--- src/rtl/ram_maestro.sv ---
// Synchronous burst master for the asynchronous RAM port: N consecutive writes or reads
// from a base address, with EN isolated from address/data changes by a full setup cycle.
module ram_maestro #(
    parameter int ANCHO_DIR  = 8,
    parameter int ANCHO_DATO = 8
) (
    input  logic                  clk,
    input  logic                  rst,
    input  logic                  inicio,
    input  logic                  modo,
    input  logic [ANCHO_DIR-1:0]  dir_base,
    input  logic [ANCHO_DIR-1:0]  longitud,
    input  logic [ANCHO_DATO-1:0] dato_w,
    input  logic                  dato_w_valid,
    output logic                  dato_w_ready,
    output logic [ANCHO_DATO-1:0] dato_r,
    output logic                  dato_r_valid,
    output logic                  ocupado,
    output logic                  hecho,
    output logic [ANCHO_DIR-1:0]  direccion,
    output logic [ANCHO_DATO-1:0] dato_e,
    output logic                  EN,
    input  logic [ANCHO_DATO-1:0] dato_s
);

    typedef enum logic [2:0] {
        REPOSO,
        W_ESPERA,
        W_SETUP,
        W_PULSO,
        R_DIR,
        R_CAP,
        FIN
    } estado_t;

    estado_t               r_estado, w_estado_sig;
    logic [ANCHO_DIR-1:0]  r_ptr, w_ptr;
    logic [ANCHO_DIR-1:0]  r_restante, w_restante;
    logic [ANCHO_DIR-1:0]  r_dir, w_dir;
    logic [ANCHO_DATO-1:0] r_dato_e, w_dato_e;
    logic                  r_en, w_en;
    logic [ANCHO_DATO-1:0] r_dato_r, w_dato_r;
    logic                  r_dato_r_valid, w_dato_r_valid;
    logic                  r_ocupado, w_ocupado;
    logic                  r_hecho, w_hecho;

    always_comb begin
        // NOTE: every signal gets its hold/idle value first so no branch can leave one unassigned (no latches).
        w_estado_sig   = r_estado;
        w_ptr          = r_ptr;
        w_restante     = r_restante;
        w_dir          = r_dir;
        w_dato_e       = r_dato_e;
        w_en           = 1'b0;
        w_dato_r       = r_dato_r;
        w_dato_r_valid = 1'b0;
        w_ocupado      = r_ocupado;
        w_hecho        = 1'b0;

        case (r_estado)
            REPOSO: begin
                if (inicio) begin
                    w_ptr      = dir_base;
                    w_restante = longitud;
                    w_ocupado  = 1'b1;
                    if (longitud == '0) begin
                        w_estado_sig = FIN;
                    end else if (modo) begin
                        w_estado_sig = W_ESPERA;
                    end else begin
                        w_estado_sig = R_DIR;
                        w_dir        = dir_base;
                    end
                end
            end
            W_ESPERA: begin
                if (dato_w_valid) begin
                    w_dir        = r_ptr;
                    w_dato_e     = dato_w;
                    w_estado_sig = W_SETUP;
                end
            end
            W_SETUP: begin
                // EN rises only after address and data have been stable for this whole cycle
                w_en         = 1'b1;
                w_estado_sig = W_PULSO;
            end
            W_PULSO: begin
                w_ptr        = r_ptr + ANCHO_DIR'(1);
                w_restante   = r_restante - ANCHO_DIR'(1);
                w_estado_sig = (r_restante == ANCHO_DIR'(1)) ? FIN : W_ESPERA;
            end
            R_DIR: begin
                w_estado_sig = R_CAP;
            end
            R_CAP: begin
                w_dato_r       = dato_s;
                w_dato_r_valid = 1'b1;
                w_ptr          = r_ptr + ANCHO_DIR'(1);
                w_restante     = r_restante - ANCHO_DIR'(1);
                if (r_restante == ANCHO_DIR'(1)) begin
                    w_estado_sig = FIN;
                end else begin
                    w_estado_sig = R_DIR;
                    w_dir        = r_ptr + ANCHO_DIR'(1);
                end
            end
            FIN: begin
                // hecho and the falling ocupado appear together on the cycle after FIN
                w_ocupado    = 1'b0;
                w_hecho      = 1'b1;
                w_estado_sig = REPOSO;
            end
            default: begin
                w_estado_sig = REPOSO;
            end
        endcase
    end

    always_ff @(posedge clk) begin
        if (rst) begin
            r_estado       <= REPOSO;
            r_ptr          <= '0;
            r_restante     <= '0;
            r_dir          <= '0;
            r_dato_e       <= '0;
            r_en           <= 1'b0;
            r_dato_r       <= '0;
            r_dato_r_valid <= 1'b0;
            r_ocupado      <= 1'b0;
            r_hecho        <= 1'b0;
        end else begin
            r_estado       <= w_estado_sig;
            r_ptr          <= w_ptr;
            r_restante     <= w_restante;
            r_dir          <= w_dir;
            r_dato_e       <= w_dato_e;
            r_en           <= w_en;
            r_dato_r       <= w_dato_r;
            r_dato_r_valid <= w_dato_r_valid;
            r_ocupado      <= w_ocupado;
            r_hecho        <= w_hecho;
        end
    end

    assign dato_w_ready = (r_estado == W_ESPERA);
    assign dato_r       = r_dato_r;
    assign dato_r_valid = r_dato_r_valid;
    assign ocupado      = r_ocupado;
    assign hecho        = r_hecho;
    assign direccion    = r_dir;
    assign dato_e       = r_dato_e;
    assign EN           = r_en;

endmodule

--- config.mk ---
export PLATFORM = sky130hd
export DESIGN_NAME = ram_maestro
export DESIGN_NICKNAME = d
export VERILOG_FILES = /design/src/rtl/ram_maestro.sv
export SDC_FILE = /design/constraint.sdc
export NUM_CORES = 1
export LEC_CHECK = 0
export CAP_MARGIN = 0
export CORE_ASPECT_RATIO = 1.1
export CORE_MARGIN = 5
export CORE_UTILIZATION = 45
export CTS_CLUSTER_DIAMETER = 80
export DETAILED_ROUTE_END_ITERATION = 7
export PLACE_DENSITY = 0.86
export RECOVER_POWER = 50
export SKIP_LAST_GASP = 1
export SYNTH_ARGS = -nofsm -noshare
export SYNTH_HDL_FRONTEND = slang
export SYNTH_SLANG_ARGS = --single-unit
--- constraint.sdc ---
create_clock -name clk -period 2.42 [get_ports clk]
set_input_delay 0.242 -clock clk [delete_from_list [all_inputs] [get_ports clk]]
set_output_delay 0.242 -clock clk [all_outputs]
set_load 0.05 [all_outputs]
* Word level (Yosys, flattened, before mapping)
Index checks and enable logic that the tools add are counted.
** Operators by class
- $add $sub $neg :: 2
- Eq/ne operators :: 12
- Multiplexer cells :: 22
- Reductions and logical operators :: 11
** Operator list (number)
- two-way mux 8 bit :: 7
- case mux 8 bit (2 select lines) :: 2
- case mux 8 bit (3 select lines) :: 1
- case mux 3 bit (6 select lines) :: 1
- two-way mux 3 bit :: 5
- inequality test 2 bit (second input constant) :: 5
- == test 3 bit (second input constant) :: 3
- adder 8 x 1 -> 8 bit (second input constant) :: 1
- == test 8 x 1 -> 1 bit (second input constant) :: 1
- logical NOT 8 bit :: 1
- AND reduction 2 bit :: 4
- subtractor 8 x 1 -> 8 bit (second input constant) :: 1
- == test 3 x 2 -> 1 bit (second input constant) :: 2
- AND reduction 6 bit :: 1
- two-way mux 1 bit :: 4
- nonzero test 2 bit :: 2
- == test 3 x 1 -> 1 bit (second input constant) :: 1
- logical NOT 3 bit :: 1
- nonzero test 3 bit :: 1
- two-way mux 2 bit :: 1
- case mux 1 bit (2 select lines) :: 1
- OR reduction 2 bit :: 1
** Word-level totals
- Register bits :: 47
- Output and inout bits :: 29

* Logic depth before layout (Yosys ltp)
Gate-level depths: netlist (run 1).
- Depth in word-level cells :: 4
- Depth in mapped cells :: 7
- Gate-level depth less buffers :: 5

* Worst setup path before layout (run 1)
OpenSTA, ideal clock, no wires.
- Path type :: register to output
- Start :: register r_estado[2]
- End :: output port dato_w_ready
- Arrival :: 1.670 ns
- Required time :: 2.178 ns
- Setup slack :: 0.508 ns
- Stages on the path, launching flop included :: 6
- Buffers on the path :: 4
- Path through :: dfxtp_1 -> buf_6 -> buf_2 -> buf_1 -> clkbuf_1 -> nor2_1
** Between the ends
- Longest elaborated chain between the ends :: 1
** RTL lines
- from (decl) :: line 36 : estado_t r_estado, w_estado_sig;
- from (signal assigned) :: line 133 : r_estado <= w_estado_sig;
- == test 3 x 1 -> 1 bit :: line 146 : assign dato_w_ready = (r_estado == W_ESPERA);
- to (decl) :: line 15 : output logic dato_w_ready,
No other way between the ends.

* Final worst setup path (run 1)
- Start :: register r_estado[2]
- End :: register r_ptr[4]
** Between the ends
- Longest elaborated chain between the ends :: 4
- Elaborated cells between the ends (all ways) :: 8
- Classes of those cells :: eq/ne (3); mux (1); reduce/logical (4)
** RTL lines
- == test 3 bit / == test 3 x 2 -> 1 bit (equally long branches) :: line 60 : case (r_estado)
- OR reduction 2 bit (no source line)
- nonzero test 2 bit (no source line)
- AND reduction 2 bit (no source line)
- to (signal assigned) :: line 134 : r_ptr <= w_ptr;
- to (decl) :: line 37 : logic [ANCHO_DIR-1:0] r_ptr, w_ptr;
Parallel ways exist; a longest one is shown, timed or not.
A chain may end at the register's enable or synchronous reset.

==> metrics.txt, run 1 <==
dominant cell type by area after synthesis=dfxtp_1; largest cells by area after synthesis=dfxtp_1 37%, mux2i_1 5.4%, o21ai_0 4.7%; Max Clk Rate=477 MHz; Worst Path Required=2.65 ns; routed vias=2573; fraction of registers with async set/reset=0%; Core Box Area=5660 sq um; pin count of the biggest net entering global routing=22; critical path arrival=approximately 2.3 ns; Gate power share=42.2%; Max stage delay cell, worst path=o2bb2ai_1; fin crit period=2.10 ns; clock share of power=21.4%; die height=89.3 um; PD cells=828 nW/um^2; Storage cell area=941 sq um; RSZ-0062 raised after global routing=no; area post-placement=3340 sq um; die width=82.1 um; synth warn=0; clock sinks=47; hold_ws=0.456 ns; max_cap viols=0; drt drc=0; Core Util, Final=60.8%; CTS Root Cell=clkbuf_8; syn nets=350; final setup fails=0; clk_skew=~0.0066 ns; Post-Synthesis Cell Area=~2600 sq um; Fill cells=about 510; Final #Nets=just over 400; Synth Flop Type=dfxtp_1; top cell type's share of synthesized area=a little over a third; Synth top cells by count=47 x dfxtp_1, 29 x nand2_1, 24 x o21ai_0; Setup Buffers After CTS=0; vias in the first global route=2366; static leakage=0.00125 uW; Tcrit/Tclk final=86.6%; Yosys reg bits=47; most frequent cell after synthesis=dfxtp_1; TNS Setup=0 ns; n_diodes=0; Post-synth EDFFs=0; Post-Syn Area per Cell=8.31 sq um; main combinational cell family by area after synthesis=compound AO/OA/AOI/OAI gates; H-tree depth=2; GRT overflow=0; status=completed; Switching Power=around 1100 uW; layout cell share with drive strength beyond 1=8.31%; post-synthesis compound-gate area fraction=25.7%; worst-skew pair later-pin latency=slightly above 0.3 ns; initial core utilization=45.5%; Cell variety after synth=53; max incr delay on CP=approximately 0.80 ns; Slew @ Worst Pin=1.02 ns; delay-heaviest family, CP=compound AO/OA/AOI/OAI gates; Worst setup SP type=flip-flop; TritonCTS buffer count=5; drt via density=5.72; XOR/XNOR share of the synthesized area=2.33%; Final Hold Vio Count=0; pins over their slew limit=0; crit-path cells=a21o_1 -> o2bb2ai_1 -> o21ai_0 -> a21oi_1; I/O pin count=66; Max-slew headroom=31.8%; Seq pwr share=36.4%; Antenna Nets Post-Route=0; die area=7340 sq um; Max Root-Sink Buffers=2; Initial DRC Count=314; antenna violations before repair=0; HPWL Detailed=between 5 and 6 mm; global-route wire length before repair=11.0 mm; worst setup margin=roughly 0.32 ns; sequential element share of the synthesized area=between 30% and 40%; area grow syn2layout=33.6%; total track usage=18.9%; VDD IR max=~350 uV; post-DR wirelength/cell=15.5 um; Clock transition at path regs=0.09 ns; number of I/O port buffers=65; final wirelength=6.95 mm; Place WS=roughly 0.25 ns; CP Capture Type=flip-flop; Switching Share=39.9%; cts hold-fix bufs=0; Synth Area in Simple Gates=20.6%; mux cell area share after synthesis=7.19%; Syn Inst Count=310; post-CTS sizing=0; Pre-antenna DRT Iters=8; Multi-input gate area=1480 sq um; P_int=~1700 uW; Rows=29; Worst Hold Class=flip-flop to flip-flop; CTS tree=built; Max FO, Critical Path=16; Critical path buffers and inverters=0; RD Place Congestion=roughly 0.86; kind of critical path=flip-flop to flip-flop; adder-cell share of the synthesized area=1.46%; post-route cell area=around 3400 sq um
sequential cells by signal, indices dropped and copies added (netlist names):
register / flops
EN: 1
dato_e: 8
dato_r: 8
dato_r_valid: 1
direccion: 8
hecho: 1
ocupado: 1
r_estado: 3
r_ptr: 8
r_restante: 8
worst register-to-register path, delay by kind of cell (launching register included):
kind / cells / cell delay [ns]
compound gates: 4 / 1.49
flops: 1 / 0.53
through the flow:
stage,power [uW],instances
6_report,2850,450
5_1_grt,3010,450
4_1_cts,2870,450
3_5_place_dp,2260,442
3_3_place_gp,2230,442
2_1_floorplan,1880,310
power groups by stage:
| stage | clock (uW) | combinational, uW | sequential, uW |
|---|---|---|---|
| finish | 608 | 1200 | 1040 |
| global route | 659 | 1300 | 1060 |
| CTS | 621 | 1210 | 1030 |
| detailed placement | 0 | 1210 | 1050 |
| global placement | 0 | 1180 | 1040 |
| floorplan | 0 | 715 | 1160 |
routing by layer:
layer | part of all wire (%) | wire (um) | vias to the layer above | global-route usage [%]
met2 | 50 | 3500 | 109 | 32.3
met5 | 0 | 0 | - | 0
met4 | 1.8 | 128 | 0 | 7.70
li1 | - | - | 1257 | -
met3 | 6.3 | 441 | 10 | 3.33
met1 | 41 | 2880 | 1197 | 23.5
cell type report:
type,count,area share [%]
multi-input combinational,225,42.9
sequential,47,27.3
timing repair buffer,81,22.3
tap,77,2.80
clock buffer,6,2.40
inverter,12,1.31
clock inverter,2,1.02
final timing paths:
kind / startpoint / endpoint / slack [ns] / cells past startpoint
worst max-delay path: r_estado[2]$_SDFFE_PP0P_ / r_ptr[4]$_SDFFE_PP0P_ / 0.32 / 4
worst min-delay path: dato_r[2]$_SDFFE_PP0P_ / dato_r[2]$_SDFFE_PP0P_ / 0.46 / 2
worst max register to register: r_estado[2]$_SDFFE_PP0P_ / r_ptr[4]$_SDFFE_PP0P_ / 0.32 / 4
worst min register to register: dato_r[2]$_SDFFE_PP0P_ / dato_r[2]$_SDFFE_PP0P_ / 0.46 / 2
cells in the final DEF, fill, tap and decap left out, types with 7 or more instances in the layout:
cell	n
a21oi_1	23
buf_4	12
clkdlybuf4s50_1	48
dfxtp_1	47
dlygate4sd3_1	16
inv_1	12
mux2i_1	14
nand2_1	29
nand3_1	17
nand4_1	7
nor2_1	17
nor2b_1	7
o21ai_0	24
kinds of logic after synthesis:
kind of cell	Yosys count
compound gates	96
fa+ha+maj	3
mux	17
buf+inv	38
flops	47
simple gates	103
xor+xnor	6
No activity file was read; power rests on OpenSTA's default activity.
==> run 2, diff against run 1 <==
Settings changed: ABC_AREA from default to 1, CAP_MARGIN 0 to default, PLACE_DENSITY 0.86 to 0.87, TNS_END_PERCENT from default to 50.
==> run 2 against run 1 <==
  * Clock power up 12%
  * Core utilization is 0.73 points higher
  * Register-to-register slack better by 0.06 ns
  * Sequential share of layout area increased by 0.82 points
  * Critical path depth up 6
  * Worst setup slack better by 0.061 ns
  * Synthesized cell count grew 30%
==> metrics.txt, run 2 <==
status=completed; CTS Root Cell=clkbuf_8; Initial DRC Count=277; sequential element share of the synthesized area=37.3%; clock share of power=slightly above 20%; most common cell after layout, fill and taps aside=nor2_1; Gate power share=46.8%; drt drc=0; Final #Nets=507; Max FO, Critical Path=13; Critical path buffers and inverters=2; static leakage=between 0.0015 and 0.002 uW; Max stage delay cell, worst path=dfxtp_1; Post-Synthesis Cell Area=2520 sq um; Synth Flop Type=dfxtp_1; VDD IR max=563 uV; most frequent cells in the layout=103 x nor2_1, 96 x nand2_1, 47 x dfxtp_1; dominant cell type by area after synthesis=dfxtp_1; Pre-antenna DRT Iters=5; Max Root-Sink Buffers=2; Worst Path Required=2.67 ns; I/O pin count=between 60 and 70; fraction of registers with async set/reset=0%; TNS Setup=0 ns; Yosys reg bits=47; pins over their slew limit=0; Max Clk Rate=492 MHz; initial core utilization=a little under half; n_diodes=0; H-tree depth=2; GRT overflow=0; delay-heaviest family, CP=simple AND/OR/NAND/NOR gates; HPWL Detailed=about 5.0 mm; die area=between 7000 and 8000 sq um; number of I/O port buffers=65; Switching Power=around 1500 uW; die width=81.4 um; max incr delay on CP=0.40 ns; crit-path cells=inv_1 -> nor2_1 -> nand2_1 -> nand2_2 -> nor2_4 -> inv_2 -> nand2_1 -> nand2_1 -> nand2_1 -> nor2_1; die height=88.6 um; antenna violations before repair=0; most frequent cell after synthesis=nor2_1; Design Power=3310 uW; final setup fails=0; final wirelength=between 7 and 8 mm; CP most frequent cell=nand2_1; Antenna Nets Post-Route=0; Slew @ Worst Pin=0.914 ns; clock sinks=47; P_int=1850 uW; CP Capture Type=flip-flop; largest cells by area after synthesis=dfxtp_1 37%, nor2_1 15%, nand2_1 14%; routed vias=2745; Final Hold Vio Count=0; clk_skew=between 0.004 and 0.005 ns; Switching Share=43.9%; total track usage=20.8%; worst-skew pair later-pin latency=0.30 ns; area grow syn2layout=32.3%; kind of critical path=flip-flop to flip-flop; Synth top cells by count=101 x nor2_1, 96 x nand2_1, 47 x dfxtp_1; critical path arrival=2.28 ns; top cell type's share of synthesized area=37.3%; fin crit period=2.03 ns; Worst setup SP type=flip-flop; RSZ-0062 raised after global routing=no; RD Place Congestion=0.955; Fill cells=504; Post-synth EDFFs=0; Rows=28; Post-Syn Area per Cell=6.27 sq um; Worst Hold Class=flip-flop to flip-flop; synth warn=0; drt via density=just over 5; CTS tree=built; Tcrit/Tclk final=84.1%; syn nets=around 440; Clock transition at path regs=0.09 ns; vias in the first global route=2637; layout cell share with drive strength beyond 1=4.70%; cts hold-fix bufs=0; Cell variety after synth=27; PD cells=slightly below 1000 nW/um^2; post-DR wirelength/cell=12.9 um; TritonCTS buffer count=5; Syn Inst Count=roughly 400; Seq pwr share=32.7%; pin count of the biggest net entering global routing=35; Core Box Area=5430 sq um; global-route wire length before repair=11.8 mm; Max-slew headroom=39.0%; max_cap viols=0
-- run 2: cell count changes after synthesis, sizes merged, moves of 7 or more --
cell    delta
inv       +29
a21oi      -7
nand2     +68
nand3     +14
nor2b      -7
mux2i     -14
o21ai     +15
nor2      +90
clkbuf    -13
-- run 2: worst register-to-register path: cells and delay by family, from the launching register on --
family / cells / cell delay [ns]
simple gates: 8 / 1.23
flops: 1 / 0.40
buf+inv: 2 / 0.36
-- run 2: cell families after synthesis --
| group | count (synthesis) | synth area share (%) |
|---|---|---|
| simple gates | 240 | 39.5 |
| compound gates | 58 | 12.0 |
| buf+inv | 53 | 9.07 |
| flops | 47 | 37.3 |
| fa+ha+maj | 3 | 1.49 |
| xor+xnor | 2 | 0.694 |
-- run 2: layout make-up --
| type | count | area [sq um] | share of cell area [%] |
|---|---|---|---|
| Inverter | 41 | 154 | 4.61 |
| Clock buffer | 6 | 72.6 | 2.17 |
| Multi-Input combinational cell | 303 | 1340 | 40.1 |
| Timing Repair Buffer | 69 | 679 | 20.3 |
| Tap cell | 75 | 93.8 | 2.81 |
| Sequential cell | 47 | 941 | 28.2 |
| Clock inverter | 2 | 60.1 | 1.80 |
-- run 2: final timing paths --
kind | cells after the start | slack, ns | start | to
max | 10 | 0.39 | r_estado[0]$_SDFFE_PP0P_ | r_restante[7]$_SDFFE_PP0P_
max reg2reg | 10 | 0.39 | r_estado[0]$_SDFFE_PP0P_ | r_restante[7]$_SDFFE_PP0P_
min reg2reg | 2 | 0.47 | ocupado$_SDFFE_PP0P_ | ocupado$_SDFFE_PP0P_
min | 2 | 0.47 | ocupado$_SDFFE_PP0P_ | ocupado$_SDFFE_PP0P_
-- run 2: routing by layer --
metal	share of wire (%)	wire, um	GRT usage [%]	up-vias
li1	-	-	-	1387
met3	12	837	7.03	19
met4	1.9	135	6.45	0
met1	39	2770	24.2	1191
met5	0	0	0	-
met2	47	3280	35.9	148
-- run 2: timing repair --
action                                  CTS  global route
hold endpoints to repair                  0             0
endpoints found under the setup margin    0             1
setup buffers                             0             0
gates resized for setup                   0             1
-- run 2: power by group through the flow --
stage / clock network, uW / registers (uW) / logic, uW
after floorplan: 0 / 1390 / 819
after global placement: 0 / 1090 / 1520
after detailed placement: 0 / 1100 / 1550
after CTS: 692 / 1090 / 1570
after global routing: 725 / 1110 / 1700
final: 678 / 1080 / 1550
-- run 2: metrics by stage --
stage	area, sq um	instances	utilization [%]	hold WS [ns]	setup WS, ns
detailed placement	3220	535	59.4	0.457	0.410
global placement	3220	535	59.4	0.456	0.469
global route	3340	543	61.5	0.480	0.280
finish	3340	543	61.5	0.468	0.386
floorplan	2520	403	-	0.304	0.904
CTS	3360	543	61.8	0.470	0.0593
==> run 3, diff against run 2 <==
Settings changed: CORE_UTILIZATION 45 to 44, PLACE_DENSITY 0.87 to 0.88.
Clock period 2.42 ns to 1.8 ns, I/O delays scaled along.
==> run 3 against run 2 <==
  * Worst hold slack lost 0.027 ns
  * Routed wire length shrank 0.30%
  * Sequential power grew 35%
  * First-iteration DRC count shrank 31%
  * Core utilization shrank 1.2 points
  * Clock skew grew 0.0032 ns
  * Critical path type is now flip-flop to primary output
==> metrics.txt, run 3 (synthesis gave the netlist of run 2 again) <==
status=completed; number of I/O port buffers=65; total track usage=20.1%; global-route wire length before repair=11.7 mm; static leakage=0.00156 uW; Max Clk Rate=593 MHz; Slew @ Worst Pin=0.521 ns; final wirelength=about 7 mm; initial core utilization=44.6%; Worst Path Required=between 1.5 and 2 ns; CTS tree=built; I/O pin count=66; worst-skew pair later-pin latency=between 0.3 and 0.4 ns; Design Power=4430 uW; Clock transition at path regs=0.09 ns; Placed Cells=approximately 550; RSZ-0062 raised after global routing=no; met3 capacity usage during global routing=6.15%; die height=about 89 um; Worst setup SP type=flip-flop; Worst Setup EP=direccion[0]; Max stage delay cell, worst path=dlygate4sd3_1; FF-to-FF End=direccion[0]$_SDFFE_PP0P_; M1 GR Usage=a little over a fifth; fin crit period=1.69 ns; worst r2r path cells=8; worst setup path startpoint=direccion[0]$_SDFFE_PP0P_; HP Start=dato_s[2]; met2 usage=between 30 and 40%; Max Root-Sink Buffers=2; final setup fails=0; Max-slew headroom=about two thirds; Antenna Nets Post-Route=0; critical path arrival=1.51 ns; Worst Hold Class=primary input to flip-flop; drt drc=0; vias in the first global route=2819; cts hold-fix bufs=0; clk_skew=between 0.008 and 0.009 ns; Rows=29; crit-path cells=dlygate4sd3_1; reg2reg setup slack=around 0.15 ns; Fill cells=525; GRT overflow=0; Core Box Area=5660 sq um; max_cap viols=0; area post-placement=3310 sq um; HPWL Detailed=5.28 mm; final std cells w/o fill=around 550; max incr delay on CP=around 0.87 ns; Tcrit/Tclk final=93.7%; die width=slightly above 80 um; TritonCTS buffer count=5; pin count of the biggest net entering global routing=28; routed vias=2793; VDD IR max=647 uV; Setup Buffers After CTS=0; post-DR wirelength/cell=12.7 um; Initial DRC Count=between 150 and 200; Max FO, Critical Path=2; RD Place Congestion=0.976; post-route cell area=roughly 3400 sq um; Pre-antenna DRT Iters=5; pins over their slew limit=0; Final #Nets=~500; die area=7360 sq um; CP Capture Type=primary output; Crit path depth=1; most common cell after layout, fill and taps aside=nor2_1; n_diodes=0; area grow syn2layout=35.2%; delay-heaviest family, CP=buffers and inverters; Final Hold Vio Count=0; most frequent cells in the layout=101 x nor2_1, 96 x nand2_1, 56 x clkdlybuf4s50_1; CTS Root Cell=clkbuf_8; TNS Setup=0 ns; PD cells=1300 nW/um^2; H-tree depth=2; Most Crowded Layer GR=met2; drt via density=5.05; kind of critical path=flip-flop to primary output; antenna violations before repair=0; worst r2r src=r_estado[1]$_SDFFE_PP0P_; clock sinks=47; Critical path buffers and inverters=1; layout cell share with drive strength beyond 1=7.14%
==> run 3: cell types whose count changed in the layout (fill, tap and decap cells not counted), sizes merged <==
| cell | previous run | this run |
|---|---|---|
| clkbuf | 7 | 8 |
| dlygate4sd3 | 23 | 8 |
| buf | 3 | 10 |
| clkinv | 0 | 2 |
| clkdlybuf4s50 | 41 | 56 |
| dlymetal6s2s | 1 | 0 |
| bufinv | 2 | 1 |
==> run 3: worst reg2reg max path: cells and delay by family (launching register included) <==
kind                   cells  cell delay [ns]
and+or+nand+nor            7             0.63
DFF                        1             0.52
buffers and inverters      1             0.41
==> run 3: timing repair <==
action / 4_1_cts / 5_1_grt
endpoints found under the hold margin: 0 / 0
resized for setup: 0 / 3
setup endpoints to repair: 0 / 9
==> run 3: power breakdown <==
part	leakage, uW	internal, uW	total, uW	switching [uW]
Clock	0.0000581	414	797	383
Sequential	0.000386	1280	1460	189
Combinational	0.00111	761	2170	1410
==> run 3: per-stage QoR <==
step                hold slack (ns)  utilization [%]  worst slack [ns]
floorplan                     0.242                -             0.284
global placement              0.458             58.5             0.183
detailed placement            0.472             58.5             0.142
CTS                           0.438             60.5            0.0964
global route                  0.444             60.3            0.0264
finish                        0.442             60.3             0.113
==> run 3: routing by layer <==
| metal | routed length [um] | share of wire [%] |
|---|---|---|
| met1 | 2760 | 39 |
| met2 | 3450 | 49 |
| met3 | 645 | 9.2 |
| met4 | 147 | 2.1 |
| met5 | 0 | 0 |
==> run 3: worst min path at each step <==
stage / endpoint / cells after the start
finish: dato_r[2]$_SDFFE_PP0P_ / 3
global route: dato_r[4]$_SDFFE_PP0P_ / 3
CTS: dato_r[2]$_SDFFE_PP0P_ / 3
detailed placement: direccion[1]$_SDFFE_PP0P_ / 2
global placement: ocupado$_SDFFE_PP0P_ / 2
floorplan: r_restante[4]$_SDFFE_PP0P_ / 1
==> run 3: area by class of cell <==
cell class / count / area, sq um / area share, %
tap: 77 / 96.3 / 2.82
sequential: 47 / 942 / 27.6
timing repair buffer: 77 / 753 / 22.1
clock inverter: 3 / 43.8 / 1.28
clock buffer: 5 / 68.8 / 2.02
multi-input combinational: 303 / 1360 / 39.7
inverter: 41 / 154 / 4.51
